File: src/rtl/datapath_seq_pkg.sv
// Shared opcode, sequencer-state and ALU-select encodings for the datapath_seq slice.
package datapath_seq_pkg;

  localparam logic [2:0] OP_NOP = 3'b000;
  localparam logic [2:0] OP_LDI = 3'b001;
  localparam logic [2:0] OP_LD  = 3'b010;
  localparam logic [2:0] OP_ST  = 3'b011;
  localparam logic [2:0] OP_ADD = 3'b100;
  localparam logic [2:0] OP_SUB = 3'b101;
  localparam logic [2:0] OP_MOV = 3'b110;
  localparam logic [2:0] OP_CLR = 3'b111;

  typedef enum logic [1:0] {
    S_IDLE = 2'd0,
    S_XFER = 2'd1,
    S_EXEC = 2'd2
  } state_e;

  typedef enum logic [1:0] {
    ALU_PASS = 2'd0,
    ALU_ADD  = 2'd1,
    ALU_SUB  = 2'd2
  } alu_op_e;

endpackage

File: src/rtl/datapath_seq_if.sv
// Command, status and observation bundle between the control unit (master) and datapath_seq (slave).
interface datapath_seq_if #(
  parameter int N    = 8,
  parameter int NREG = 4
);
  localparam int SW = $clog2(NREG);

  logic          cmd_valid;
  logic          cmd_ready;
  logic [2:0]    cmd_op;
  logic [SW-1:0] cmd_src;
  logic [SW-1:0] cmd_dst;
  logic [N-1:0]  ld_data;
  logic          done;
  logic [N-1:0]  ac_out;
  logic          flag_z;
  logic          flag_c;
  logic          flag_v;
  logic [SW-1:0] rd_sel;
  logic [N-1:0]  rd_data;

  modport master (
    output cmd_valid, cmd_op, cmd_src, cmd_dst, ld_data, rd_sel,
    input  cmd_ready, done, ac_out, flag_z, flag_c, flag_v, rd_data
  );

  modport slave (
    input  cmd_valid, cmd_op, cmd_src, cmd_dst, ld_data, rd_sel,
    output cmd_ready, done, ac_out, flag_z, flag_c, flag_v, rd_data
  );

endinterface

File: src/rtl/datapath_seq_alu_flags.sv
// N-bit add / subtract / pass-through of b, with carry-or-borrow and signed overflow.
// Latency: purely combinational.
// Backpressure: none, no handshake.
module alu_flags
  import datapath_seq_pkg::*;
#(
  parameter int N = 8
) (
  input  alu_op_e      op,
  input  logic [N-1:0] a,
  input  logic [N-1:0] b,
  output logic [N-1:0] result,
  output logic         carry,
  output logic         overflow
);

  logic [N:0] sum_ext;
  logic [N:0] dif_ext;

  assign sum_ext = {1'b0, a} + {1'b0, b};
  // The extra top bit of the difference is the borrow, i.e. a < b unsigned.
  assign dif_ext = {1'b0, a} - {1'b0, b};

  always_comb begin
    result   = b;
    carry    = 1'b0;
    overflow = 1'b0;
    case (op)
      ALU_ADD: begin
        result   = sum_ext[N-1:0];
        carry    = sum_ext[N];
        overflow = (a[N-1] == b[N-1]) && (sum_ext[N-1] != a[N-1]);
      end
      ALU_SUB: begin
        result   = dif_ext[N-1:0];
        carry    = dif_ext[N];
        overflow = (a[N-1] != b[N-1]) && (dif_ext[N-1] != a[N-1]);
      end
      default: ;
    endcase
  end

endmodule

File: src/rtl/datapath_seq.sv
// Register file + AC/T datapath run by a 3-state micro-sequencer, one command per handshake.
// Latency: accept edge k, T loaded k+1, result and done visible after k+2.
// Backpressure: cmd_ready only in IDLE (including the done cycle); peak one command per 3 cycles.
module datapath_seq
  import datapath_seq_pkg::*;
#(
  parameter int N    = 8,
  parameter int NREG = 4,
  parameter int INIT = 10
) (
  input  logic           clk,
  input  logic           rst_n,
  datapath_seq_if.slave  bus
);

  localparam int SW = $clog2(NREG);
  localparam logic [N-1:0] INIT_V = N'(INIT);

  state_e        state_q, state_d;
  logic [2:0]    op_q, op_d;
  logic [SW-1:0] src_q, src_d;
  logic [SW-1:0] dst_q, dst_d;
  logic [N-1:0]  ld_q, ld_d;
  logic [N-1:0]  ac_q, ac_d;
  logic [N-1:0]  t_q, t_d;
  logic [N-1:0]  regs_q [NREG];
  logic [N-1:0]  regs_d [NREG];
  logic          z_q, z_d, c_q, c_d, v_q, v_d;
  logic          done_q, done_d;

  alu_op_e       alu_op;
  logic [N-1:0]  alu_res;
  logic          alu_c, alu_v;
  logic          src_ok, dst_ok;

  assign src_ok = int'(src_q) < NREG;
  assign dst_ok = int'(dst_q) < NREG;

  always_comb begin
    alu_op = ALU_PASS;
    if (op_q == OP_ADD) alu_op = ALU_ADD;
    if (op_q == OP_SUB) alu_op = ALU_SUB;
  end

  alu_flags #(.N(N)) u_alu (
    .op       (alu_op),
    .a        (ac_q),
    .b        (t_q),
    .result   (alu_res),
    .carry    (alu_c),
    .overflow (alu_v)
  );

  always_comb begin
    state_d = state_q;
    op_d    = op_q;
    src_d   = src_q;
    dst_d   = dst_q;
    ld_d    = ld_q;
    ac_d    = ac_q;
    t_d     = t_q;
    regs_d  = regs_q;
    z_d     = z_q;
    c_d     = c_q;
    v_d     = v_q;
    done_d  = 1'b0;
    case (state_q)
      S_IDLE: begin
        if (bus.cmd_valid) begin
          op_d    = bus.cmd_op;
          src_d   = bus.cmd_src;
          dst_d   = bus.cmd_dst;
          ld_d    = bus.ld_data;
          state_d = S_XFER;
        end
      end
      S_XFER: begin
        // Out-of-range source indices read as zero.
        t_d     = src_ok ? regs_q[src_q] : '0;
        state_d = S_EXEC;
      end
      S_EXEC: begin
        done_d  = 1'b1;
        state_d = S_IDLE;
        case (op_q)
          OP_LDI: begin
            ac_d = ld_q;
            z_d  = (ld_q == '0);
          end
          OP_LD: begin
            ac_d = t_q;
            z_d  = (t_q == '0);
          end
          OP_ST:  if (dst_ok) regs_d[dst_q] = ac_q;
          OP_ADD, OP_SUB: begin
            ac_d = alu_res;
            z_d  = (alu_res == '0);
            c_d  = alu_c;
            v_d  = alu_v;
          end
          OP_MOV: if (dst_ok) regs_d[dst_q] = t_q;
          OP_CLR: begin
            ac_d = '0;
            z_d  = 1'b1;
          end
          default: ;
        endcase
      end
      default: state_d = S_IDLE;
    endcase
  end

  always_ff @(posedge clk or negedge rst_n) begin
    if (!rst_n) begin
      state_q <= S_IDLE;
      op_q    <= OP_NOP;
      src_q   <= '0;
      dst_q   <= '0;
      ld_q    <= '0;
      ac_q    <= '0;
      t_q     <= '0;
      z_q     <= 1'b0;
      c_q     <= 1'b0;
      v_q     <= 1'b0;
      done_q  <= 1'b0;
      for (int i = 0; i < NREG; i++) regs_q[i] <= INIT_V;
    end else begin
      state_q <= state_d;
      op_q    <= op_d;
      src_q   <= src_d;
      dst_q   <= dst_d;
      ld_q    <= ld_d;
      ac_q    <= ac_d;
      t_q     <= t_d;
      z_q     <= z_d;
      c_q     <= c_d;
      v_q     <= v_d;
      done_q  <= done_d;
      regs_q  <= regs_d;
    end
  end

  assign bus.cmd_ready = (state_q == S_IDLE);
  assign bus.done      = done_q;
  assign bus.ac_out    = ac_q;
  assign bus.flag_z    = z_q;
  assign bus.flag_c    = c_q;
  assign bus.flag_v    = v_q;
  assign bus.rd_data   = (int'(bus.rd_sel) < NREG) ? regs_q[bus.rd_sel] : '0;

endmodule

File: src/flat_wrapper.sv
// flat-port wrapper written by rule: the top's interface ports become plain ports
module datapath_seq_flat import datapath_seq_pkg::*;
#(
  parameter int N    = 8,
  parameter int NREG = 4,
  parameter int INIT = 10
)
  (clk, rst_n, bus_cmd_valid, bus_cmd_op, bus_cmd_src, bus_cmd_dst, bus_ld_data, bus_rd_sel, bus_cmd_ready, bus_done, bus_ac_out, bus_flag_z, bus_flag_c, bus_flag_v, bus_rd_data);
  datapath_seq_if #(.N(N), .NREG(NREG)) bus_i ();
  input  logic clk;
  input  logic rst_n;
  input wire logic [$bits(bus_i.cmd_valid)-1:0] bus_cmd_valid;
  input wire logic [$bits(bus_i.cmd_op)-1:0] bus_cmd_op;
  input wire logic [$bits(bus_i.cmd_src)-1:0] bus_cmd_src;
  input wire logic [$bits(bus_i.cmd_dst)-1:0] bus_cmd_dst;
  input wire logic [$bits(bus_i.ld_data)-1:0] bus_ld_data;
  input wire logic [$bits(bus_i.rd_sel)-1:0] bus_rd_sel;
  output wire logic [$bits(bus_i.cmd_ready)-1:0] bus_cmd_ready;
  output wire logic [$bits(bus_i.done)-1:0] bus_done;
  output wire logic [$bits(bus_i.ac_out)-1:0] bus_ac_out;
  output wire logic [$bits(bus_i.flag_z)-1:0] bus_flag_z;
  output wire logic [$bits(bus_i.flag_c)-1:0] bus_flag_c;
  output wire logic [$bits(bus_i.flag_v)-1:0] bus_flag_v;
  output wire logic [$bits(bus_i.rd_data)-1:0] bus_rd_data;
  assign bus_i.cmd_valid = bus_cmd_valid;
  assign bus_i.cmd_op = bus_cmd_op;
  assign bus_i.cmd_src = bus_cmd_src;
  assign bus_i.cmd_dst = bus_cmd_dst;
  assign bus_i.ld_data = bus_ld_data;
  assign bus_i.rd_sel = bus_rd_sel;
  assign bus_cmd_ready = bus_i.cmd_ready;
  assign bus_done = bus_i.done;
  assign bus_ac_out = bus_i.ac_out;
  assign bus_flag_z = bus_i.flag_z;
  assign bus_flag_c = bus_i.flag_c;
  assign bus_flag_v = bus_i.flag_v;
  assign bus_rd_data = bus_i.rd_data;
  datapath_seq #(.N(N), .NREG(NREG), .INIT(INIT)) u_core (.clk(clk), .rst_n(rst_n), .bus(bus_i));
endmodule
File: config.mk
export PLATFORM = sky130hd
export DESIGN_NAME = datapath_seq_flat
export DESIGN_NICKNAME = d
export VERILOG_FILES = /design/src/rtl/datapath_seq_pkg.sv /design/src/rtl/datapath_seq_if.sv /design/src/rtl/datapath_seq_alu_flags.sv /design/src/rtl/datapath_seq.sv /design/src/flat_wrapper.sv
export SDC_FILE = /design/constraint.sdc
export NUM_CORES = 1
export LEC_CHECK = 0
export ABC_AREA = 1
export BUFFER_PORTS_ARGS = -buffer_cell sky130_fd_sc_hd__buf_4
export CAP_MARGIN = 20
export CORE_UTILIZATION = 30
export DETAILED_ROUTE_END_ITERATION = 8
export PLACE_DENSITY = 0.55
export SLEW_MARGIN = 30
export SYNTH_ARGS = -nofsm -noshare
export SYNTH_HDL_FRONTEND = slang
export SYNTH_SLANG_ARGS = --single-unit
File: constraint.sdc
create_clock -name clk -period 5.3 [get_ports clk]
set_clock_uncertainty 0.15 [all_clocks]
set_input_delay 0.795 -clock clk [delete_from_list [all_inputs] [get_ports clk]]
set_output_delay 0.795 -clock clk [all_outputs]
set_load 0.02 [all_outputs]
==> results of run 1 <==
cells by family after synthesis:
logic type | after synthesis | synth area share, %
flip-flops | 69 | 40.93
adder cells (fa/ha/maj) | 19 | 5.957
AND/OR/NAND/NOR | 264 | 26.13
XOR/XNOR | 2 | 0.4129
buffers and inverters | 93 | 8.640
multiplexers | 3 | 0.7962
AO/OA/AOI/OAI | 137 | 17.13
cell type report:
cell class | instances | area, um2
Tap cell | 180 | 225.2
Inverter | 75 | 281.5
Timing Repair Buffer | 40 | 304.0
Multi-Input combinational cell | 425 | 2142
Fill cell | 1444 | 8835
Clock inverter | 5 | 60.06
Sequential cell | 69 | 1737
Clock buffer | 11 | 242.7
layer usage:
layer,wire [um],GRT usage [%],up-vias
li1,-,-,1977
met4,213,6.327,0
met5,0,0,-
met2,5472,26.96,122
met1,5502,23.41,1914
met3,554,2.632,16
flip-flops by register name, summed over array words and instances (netlist names):
register	count
u_core.src_q	2
u_core.dst_q	2
u_core.bus.flag_z	1
u_core.t_q	8
u_core.bus.done	1
u_core.bus.ac_out	8
u_core.regs_q	32
u_core.op_q	3
u_core.bus.flag_v	1
u_core.ld_q	8
u_core.state_q	2
u_core.bus.flag_c	1
critical path: stages:
cell	delay, ps
buf_4	150
inv_1	390
o21ai_0	170
a21oi_1	140
a21oi_1	60
buf_4	150
worst max path at each step:
stage	cells after the start	from	end
finish	6	bus_rd_sel[0]	bus_rd_data[7]
global route	6	bus_rd_sel[0]	bus_rd_data[7]
detailed placement	6	bus_rd_sel[0]	bus_rd_data[6]
floorplan	4	bus_rd_sel[1]	bus_rd_data[2]
CTS	6	bus_rd_sel[0]	bus_rd_data[7]
global placement	6	bus_rd_sel[0]	bus_rd_data[7]
where the power goes:
group / switching (mW) / internal (mW)
clock: 0.237 / 0.378
sequential: 0.235 / 0.741
combinational: 0.929 / 0.515
total: 1.40 / 1.63
through the flow:
stage	utilization, %	cells	hold slack, ps	setup slack (ps)
after floorplan	-	587	302.6	2785
after global placement	33.87	789	328.1	2570
after detailed placement	33.87	789	334.0	2501
after CTS	36.06	805	351.3	2501
after global routing	36.11	805	367.2	2359
final	36.11	805	296.6	2485
cell usage in the layout, fill, tap and decap left out, drive strengths merged, types with 5 or more instances in the layout:
cell type,count
nand2,172
a31oi,7
clkbuf,11
buf,40
dfrtp,61
nand4,5
dfstp,8
nand3,33
nor2,47
ha,17
a21oi,42
inv,75
o21ai,76
==> impl_metrics.csv, run 1 <==
group,metric,value,unit
die,start_util,30.69,%
die,core_area,13830,um2
placed_design,io_buffers,40,
die,fp.dieH,120.9,um
job,drv_cap,0,
cts,post_cts_resized,0,
routing,antenna_left,0,
cts,cts.sinks,69,
yosys,avgSynthCellArea,7.228,um2
cts,cts_setup_buffers,0,
yosys,ys_ff_latch,69,
routing,routed-via-count,4029,
cts,cts_tree,"built",
yosys,synth_edf_count,0,
sta,maxSlewHeadroom,51.76,%
yosys,ys.flop_type,"dfrtp_1",
critical_path,arrival,1870,ps
finish,synthToLayoutAreaGrowth,17.66,%
yosys,seq_area_frac_synth,40.93,%
yosys,synth.most_common_cell,"nand2_1",
grt,grt_antenna_before_repair,0,
die,die_area,14620,um2
power,p_leak,2.460,nW
critical_path,cp-start-kind,"input port",
power,vdd_drop_max,193.3,uV
sta,fmax,0.3553,GHz
yosys,synth_area,4243,um2
sta,min_period,2815,ps
critical_path,path_max_fanout,21,
sta,rsz0062_at_grt,"no",
placed_design,gp_congestion,0.8695,
yosys,synthCells,587,
routing,drt_iter0_markers,277,
cts,clk_latency,330,ps
grt,grt_overflow_total,0,
yosys,synth_warnings,0,
yosys,async_flop_share,100.0,%
grt,grt_max_degree,70,
yosys,synth_top_area_share,35.98,%
finish,design_area,4992,um2
die,ios,41,
finish,fin_nets,659,
yosys,syn_nets,626,
critical_path,crit_type,"input port to output port",
sta,finalCritPeriodShare,53.11,%
critical_path,worstSetupEndpointType,"output port",
yosys,synth_top_area_cell,"dfrtp_1",
cts,cts-htree-levels,3,
power,cellPowerDensity,607.7,nW/um2
power,p_total,3.034,mW
die,die_x,120.9,um
finish,layout-drive-gt1-share,13.60,%
sta,worst_slew_pin_slew,723.6,ps
finish,antenna_cells,0,
routing,first_pass_iters,5,
yosys,synth.distinct_cells,33,
run_status,status,"complete, no violations",
cts,cts_hold_buf,0,
cts,ctsRootBufferMaster,"clkbuf_16",
placed_design,hpwlAfterDp,8949,um
yosys,synth_commonest_cells,"nand2_1, inv_1, o21ai_0, dfrtp_1, nor2_1",
cts,clk_pin_slew,60,ps
critical_path,worstRegToRegCells,15,
sta,setup_viol,0,
yosys,synth.area.top_cells,"dfrtp_1, nand2_1, o21ai_0, inv_1, ha_1",
critical_path,r2r-start,"u_core.t_q[6]$_DFFE_PN0N_",
grt,grt_pass1_wl,19440,um
critical_path,r2r_slack,2930,ps
worst_hold_path,hold_path_class,"input port to asynchronous set/reset pin",
critical_path,worst-endpoint-required,4360,ps
sta,tns,0,ps
cts,cts_buffer_depth,2,
die,rows,43,
routing,wire_per_inst,14.59,um
grt,first_global_vias,3861,
routing,drcViolationCount,0,
routing,via_per_inst,5.005,
placed_design,place_area,4683,um2
sta,final_max_slew_viol_count,0,
routing,routed_wl,11740,um
sta,hold_violations,0,
cts,cts_buffers,9,
grt,grtUsageTotal,17.05,%
critical_path,r2r-end,"u_core.bus.flag_z$_DFFE_PN0P_",
(Power assumes the default switching activity.)
==> run 2: changes to the inputs <==
--- a/config.mk
+++ b/config.mk
@@ -5,7 +5,7 @@
 export SDC_FILE = /design/constraint.sdc
 export NUM_CORES = 1
 export LEC_CHECK = 0
-export ABC_AREA = 1
+export ABC_AREA = 0
 export BUFFER_PORTS_ARGS = -buffer_cell sky130_fd_sc_hd__buf_4
 export CAP_MARGIN = 20
 export CORE_UTILIZATION = 30
==> constraint.sdc (replaced) <==
create_clock -name clk -period 2.65 [get_ports clk]
set_clock_uncertainty 0.15 [all_clocks]
set_input_delay 0.3975 -clock clk [delete_from_list [all_inputs] [get_ports clk]]
set_output_delay 0.3975 -clock clk [all_outputs]
set_load 0.02 [all_outputs]
==> run 2 against run 1 <==
Against the previous run:
- global-route usage fell by 0.58 points
- synthesized area rose by 0.27%
- first-iteration DRC count fell by 13%
- largest cell class unchanged
==> impl_metrics.csv, run 2 <==
group,metric,value,unit
critical_path,cp-start-kind,"flip-flop",
routing,antenna_left,0,
sta,hold_violations,0,
cts,clk_latency,340,ps
sta,finalCritPeriodShare,94.35,%
yosys,synth.most_common_cell,"dfrtp_1",
yosys,synth_top_area_share,35.88,%
yosys,seq_area_frac_synth,40.82,%
finish,layout-drive-gt1-share,26.75,%
die,ios,41,
sta,setup_viol,0,
placed_design,hpwlAfterDp,8254,um
yosys,ys_ff_latch,69,
grt,grt_pass1_wl,18200,um
yosys,avgSynthCellArea,9.735,um2
yosys,synth.area.top_cells,"dfrtp_1, mux4_2, a21oi_1, ha_1, dfstp_2",
yosys,synth_edf_count,0,
job,drv_cap,0,
die,fp.dieH,121.1,um
finish,synthToLayoutAreaGrowth,19.71,%
finish,fin_nets,520,
finish,fin_util,36.69,%
finish,largest_register_ff_count,32,
yosys,syn_nets,476,
yosys,synth_warnings,0,
sta,min_period,2500,ps
yosys,synth_top_area_cell,"dfrtp_1",
routing,first_pass_iters,5,
finish,layout_commonest_cell,"dfrtp_1",
routing,routed-via-count,3440,
cts,cts-htree-levels,3,
finish,antenna_cells,0,
cts,ctsRootBufferMaster,"clkbuf_16",
sta,fmax,0.4000,GHz
power,vdd_drop_max,416.6,uV
worst_hold_path,hold_path_class,"input port to flip-flop",
die,die_x,121.1,um
yosys,synth_commonest_cells,"dfrtp_1, nor2_1, a21oi_1, nand2_1, o21ai_0",
die,rows,43,
placed_design,gp_congestion,0.8672,
yosys,synth_area,4254,um2
cts,cts_tree,"built",
critical_path,path_cells,"inv_1 -> ha_1 -> nand2b_1 -> a211oi_1 -> mux2_2 -> a211oi_2 -> nand4_1 -> o31ai_2",
cts,cts.sinks,69,
critical_path,crit_type,"flip-flop to flip-flop",
sta,maxSlewHeadroom,52.40,%
yosys,synthCells,437,
yosys,ys.flop_type,"dfrtp_1",
sta,worst_slew_pin_slew,714.0,ps
finish,final_cell_mix,"dfrtp_1, buf_4, nor2_1, a21oi_1, nand2_1",
routing,drcViolationCount,0,
cts,clk_pin_slew,60,ps
yosys,synth.distinct_cells,61,
grt,first_global_vias,3437,
critical_path,path_max_fanout,4,
sta,rsz0062_at_grt,"no",
power,p_leak,2.155,nW
placed_design,io_buffers,40,
sta,final_max_slew_viol_count,0,
routing,via_per_inst,5.165,
finish,regMostFlops,"u_core.regs_q",
cts,cts_buffer_depth,2,
cts,cts_buffers,9,
grt,grt_antenna_before_repair,0,
die,start_util,30.65,%
yosys,async_flop_share,100.0,%
grt,grt_max_degree,70,
critical_path,slowest_delay,400,ps
routing,routed_wl,11300,um
critical_path,cpMaxStageDelayCell,"dfrtp_1",
critical_path,arrival,2600,ps
critical_path,worstSetupEndpointType,"flip-flop",
grt,grt_overflow_total,0,
routing,drt_iter0_markers,240,
power,cellPowerDensity,1253,nW/um2
critical_path,worst-endpoint-required,2750,ps
run_status,status,"complete, no violations",
die,die_area,14660,um2
grt,grtUsageTotal,16.47,%
sta,tns,0,ps
routing,wire_per_inst,16.96,um
die,core_area,13880,um2
==> run 2: worst paths after layout <==
path | from | to | slack [ps] | cells after the start
worst min register to register | u_core.bus.flag_c$_DFFE_PN0P_ | u_core.bus.flag_c$_DFFE_PN0P_ | 330 | 2
min in group asynchronous | rst_n | u_core.bus.flag_v$_DFFE_PN0P_ | 470 | 2
worst max register to register | u_core.t_q[2]$_DFFE_PN0N_ | u_core.bus.flag_z$_DFFE_PN0P_ | 150 | 8
worst min-delay path | bus_ld_data[6] | u_core.ld_q[6]$_DFFE_PN0P_ | 120 | 3
worst max-delay path | u_core.t_q[2]$_DFFE_PN0N_ | u_core.bus.flag_z$_DFFE_PN0P_ | 150 | 8
max in group asynchronous | rst_n | u_core.bus.ac_out[3]$_DFFE_PN0P_ | 1400 | 2
==> run 2: cells by family after synthesis <==
logic type / synth area share [%]
fa+ha+maj: 5.941
mux: 13.41
xor+xnor: 1.030
flops: 40.82
buf+inv: 4.617
compound gates: 18.50
simple gates: 15.68
==> run 2: critical path: cells and delay by family, from the launching register on <==
family,cells,cell delay (ps)
DFF,1,400
buffers and inverters,1,140
adders and majority gates,1,250
and+or+nand+nor,2,300
muxes,1,390
AOI/OAI and AO/OA,3,780
==> run 2: through the flow <==
step | power (mW) | hold slack [ps] | setup slack (ps) | area, um2 | cells
finish | 6.382 | 120.6 | 149.7 | 5092 | 666
floorplan | 4.125 | -48.09 | 196.3 | 4254 | 437
global placement | 5.071 | 321.0 | 169.2 | 4775 | 648
detailed placement | 5.155 | 326.7 | 107.6 | 4775 | 648
CTS | 6.346 | 69.79 | 84.46 | 5061 | 664
global route | 6.840 | 117.9 | 3.385 | 5092 | 666
==> run 2: metal layers <==
| metal | part of all wire (%) | wire length, um | global-route usage [%] |
|---|---|---|---|
| met4 | 1.7 | 189 | 6.327 |
| met2 | 48 | 5411 | 26.54 |
| met5 | 0 | 0 | 0 |
| met1 | 45 | 5034 | 21.23 |
| met3 | 5.9 | 661 | 4.041 |
==> run 2: cell type report <==
type,count,area (um2)
fillers,1394,8788
multi-input cells,326,2331
flip-flops and latches,69,1737
repair buffers,60,456.7
clock buffers,12,256.5
well taps,180,225.2
inverters,15,56.30
clock inverters,4,30.03
==> run 2: power breakdown <==
group	internal [mW]	switching [mW]
sequential	1.52	0.449
clock	0.688	0.464
combinational	1.48	1.79
total	3.68	2.70
==> run 2: what timing repair did <==
action / in CTS / in global routing
gates resized for setup: 0 / 3
hold buffers: 0 / 1
setup buffers: 0 / 1
endpoints found under the hold margin: 0 / 48
setup endpoints to repair: 0 / 2
==> run 3: changes to the inputs <==
--- a/config.mk
+++ b/config.mk
@@ -10,7 +10,7 @@
 export CAP_MARGIN = 20
 export CORE_UTILIZATION = 30
 export DETAILED_ROUTE_END_ITERATION = 8
-export PLACE_DENSITY = 0.55
+export PLACE_DENSITY = 0.5
 export SLEW_MARGIN = 30
 export SYNTH_ARGS = -nofsm -noshare
 export SYNTH_HDL_FRONTEND = slang
==> run 3 against run 2 <==
Against the previous run:
- power grew 1.7%
- sequential power is essentially flat
- register-to-register slack improved by 20 ps
- design area increased by 1.1%
- largest cell class unchanged
- clock power is 8% higher
- fmax grew 0.80%
- sequential share of layout area down 0.36 points
==> impl_metrics.csv, run 3 (synthesis gave the netlist of run 2 again) <==
group,metric,value,unit
sta,finalCritPeriodShare,93.60,%
power,p_comb_share,50.4,%
sta,maxSlewHeadroom,55.05,%
finish,regMostFlops,"u_core.regs_q",
routing,first_pass_iters,4,
cts,cts.sinks,69,
finish,layout-drive-gt1-share,28.02,%
die,die_area,14660,um2
critical_path,cp-start-kind,"flip-flop",
grt,grt_overflow_total,0,
sta,hold_violations,0,
finish,antenna_cells,0,
routing,drt_iter0_markers,246,
cts,cts_tree,"built",
grt,grtUsageTotal,16.59,%
critical_path,path_max_fanout,5,
sta,finalHoldWorstSlack,121.9,ps
cts,cts-htree-levels,3,
sta,fmax,0.4031,GHz
grt,first_global_vias,3408,
finish,final_cell_mix,"buf_4, dfrtp_1, nor2_1, a21oi_1, nand2_1",
critical_path,crit_type,"flip-flop to flip-flop",
power,sw_frac_of_total,42.30,%
job,drv_cap,0,
finish,fillers,1418,
die,ios,41,
die,die_x,121.1,um
die,start_util,30.65,%
routing,drcViolationCount,0,
die,core_area,13880,um2
sta,tns,0,ps
grt,grt_max_degree,70,
critical_path,arrival,2540,ps
finish,largest_register_ff_count,32,
power,p_leak,2.182,nW
grt,grt_pass1_wl,18500,um
power,p_seq_share,30.4,%
placed_design,hpwlAfterDp,8278,um
power,p_sw,2.745,mW
routing,routed-via-count,3449,
worst_hold_path,hold_path_class,"input port to flip-flop",
run_status,status,"complete, no violations",
die,rows,43,
power,cellPowerDensity,1260,nW/um2
placed_design,gp_congestion,0.8897,
sta,rsz0062_at_grt,"no",
critical_path,worstSetupEndpointType,"flip-flop",
finish,synthToLayoutAreaGrowth,21.06,%
grt,grt_antenna_before_repair,0,
cts,cts_buffer_depth,2,
finish,fin_nets,523,
placed_design,io_buffers,40,
die,fp.dieH,121.1,um
sta,setup_viol,0,
routing,wire_per_inst,17.07,um
cts,clk_latency,330,ps
cts,cts_buffers,9,
routing,antenna_left,0,
routing,routed_wl,11420,um
critical_path,worst-endpoint-required,2710,ps
power,vdd_drop_max,489.4,uV
sta,min_period,2481,ps
cts,ctsRootBufferMaster,"clkbuf_16",
cts,clk_pin_slew,60,ps
power,p_int,3.745,mW
finish,layout_commonest_cell,"buf_4",
routing,via_per_inst,5.155,
sta,final_max_slew_viol_count,0,
sta,worst_slew_pin_slew,674.2,ps
power,p_clk_share,19.2,%
[run 3: power groups by stage]
stage / clock network [mW] / registers (mW) / logic [mW]
finish: 1.24 / 1.97 / 3.27
global placement: 0 / 1.96 / 3.14
detailed placement: 0 / 1.99 / 3.16
floorplan: 0 / 1.90 / 2.23
CTS: 1.28 / 1.97 / 3.18
global route: 1.32 / 2.05 / 3.59
[run 3: layer usage]
layer	track usage (%)	part of all wire (%)
met1	23.28	48
met2	25.89	46
met3	3.008	3.9
met4	5.015	1.6
met5	0	0
[run 3: cell type report]
class / instances / area (um2) / area share [%]
clock buffer: 9 / 225.2 / 4.373
tap: 180 / 225.2 / 4.373
clock inverter: 7 / 82.58 / 1.603
multi-input combinational: 326 / 2344 / 45.51
timing repair buffer: 63 / 479.2 / 9.305
sequential: 69 / 1738 / 33.75
inverter: 15 / 56.30 / 1.093
[run 3: path summary, 6_finish.rpt]
| check | startpoint | endpoint | slack, ps | cells after the start |
|---|---|---|---|---|
| hold / removal | bus_ld_data[6] | u_core.ld_q[6]$_DFFE_PN0P_ | 120 | 3 |
| hold reg to reg | u_core.bus.flag_c$_DFFE_PN0P_ | u_core.bus.flag_c$_DFFE_PN0P_ | 330 | 2 |
| min in group asynchronous | rst_n | u_core.bus.flag_c$_DFFE_PN0P_ | 470 | 2 |
| setup reg to reg | u_core.bus.ac_out[0]$_DFFE_PN0P_ | u_core.bus.ac_out[4]$_DFFE_PN0P_ | 170 | 10 |
| setup / recovery | u_core.bus.ac_out[0]$_DFFE_PN0P_ | u_core.bus.ac_out[4]$_DFFE_PN0P_ | 170 | 10 |
| max in group asynchronous | rst_n | u_core.t_q[0]$_DFFE_PN0N_ | 1380 | 2 |
[run 3: worst max-delay path, stage by stage (launching register included)]
cell and delay [ps]:
dfrtp_1 420, inv_1 100, ha_1 150, inv_1 50, fa_2 390, a211oi_4 320, o21a_1 200, nor3_1 50
o21ai_1 240, o221a_2 220, o21ai_0 70
[run 3: what timing repair did]
item                       in CTS  in global routing
resized for setup               0                  7
hold buffers                    0                  1
setup endpoints to repair       0                  3
buffers inserted                0                  2
hold endpoints to repair        0                 54
[run 3: metrics by stage]
stage	std cells	instance area [um2]	utilization (%)	worst slack, ps	power (mW)
final	669	5150	37.10	169.5	6.490
after global routing	669	5150	37.10	5.705	6.955
after CTS	666	5097	36.72	18.91	6.431
after detailed placement	650	4790	34.51	36.38	5.149
after global placement	650	4790	34.51	107.5	5.106
after floorplan	437	4254	-	196.3	4.125
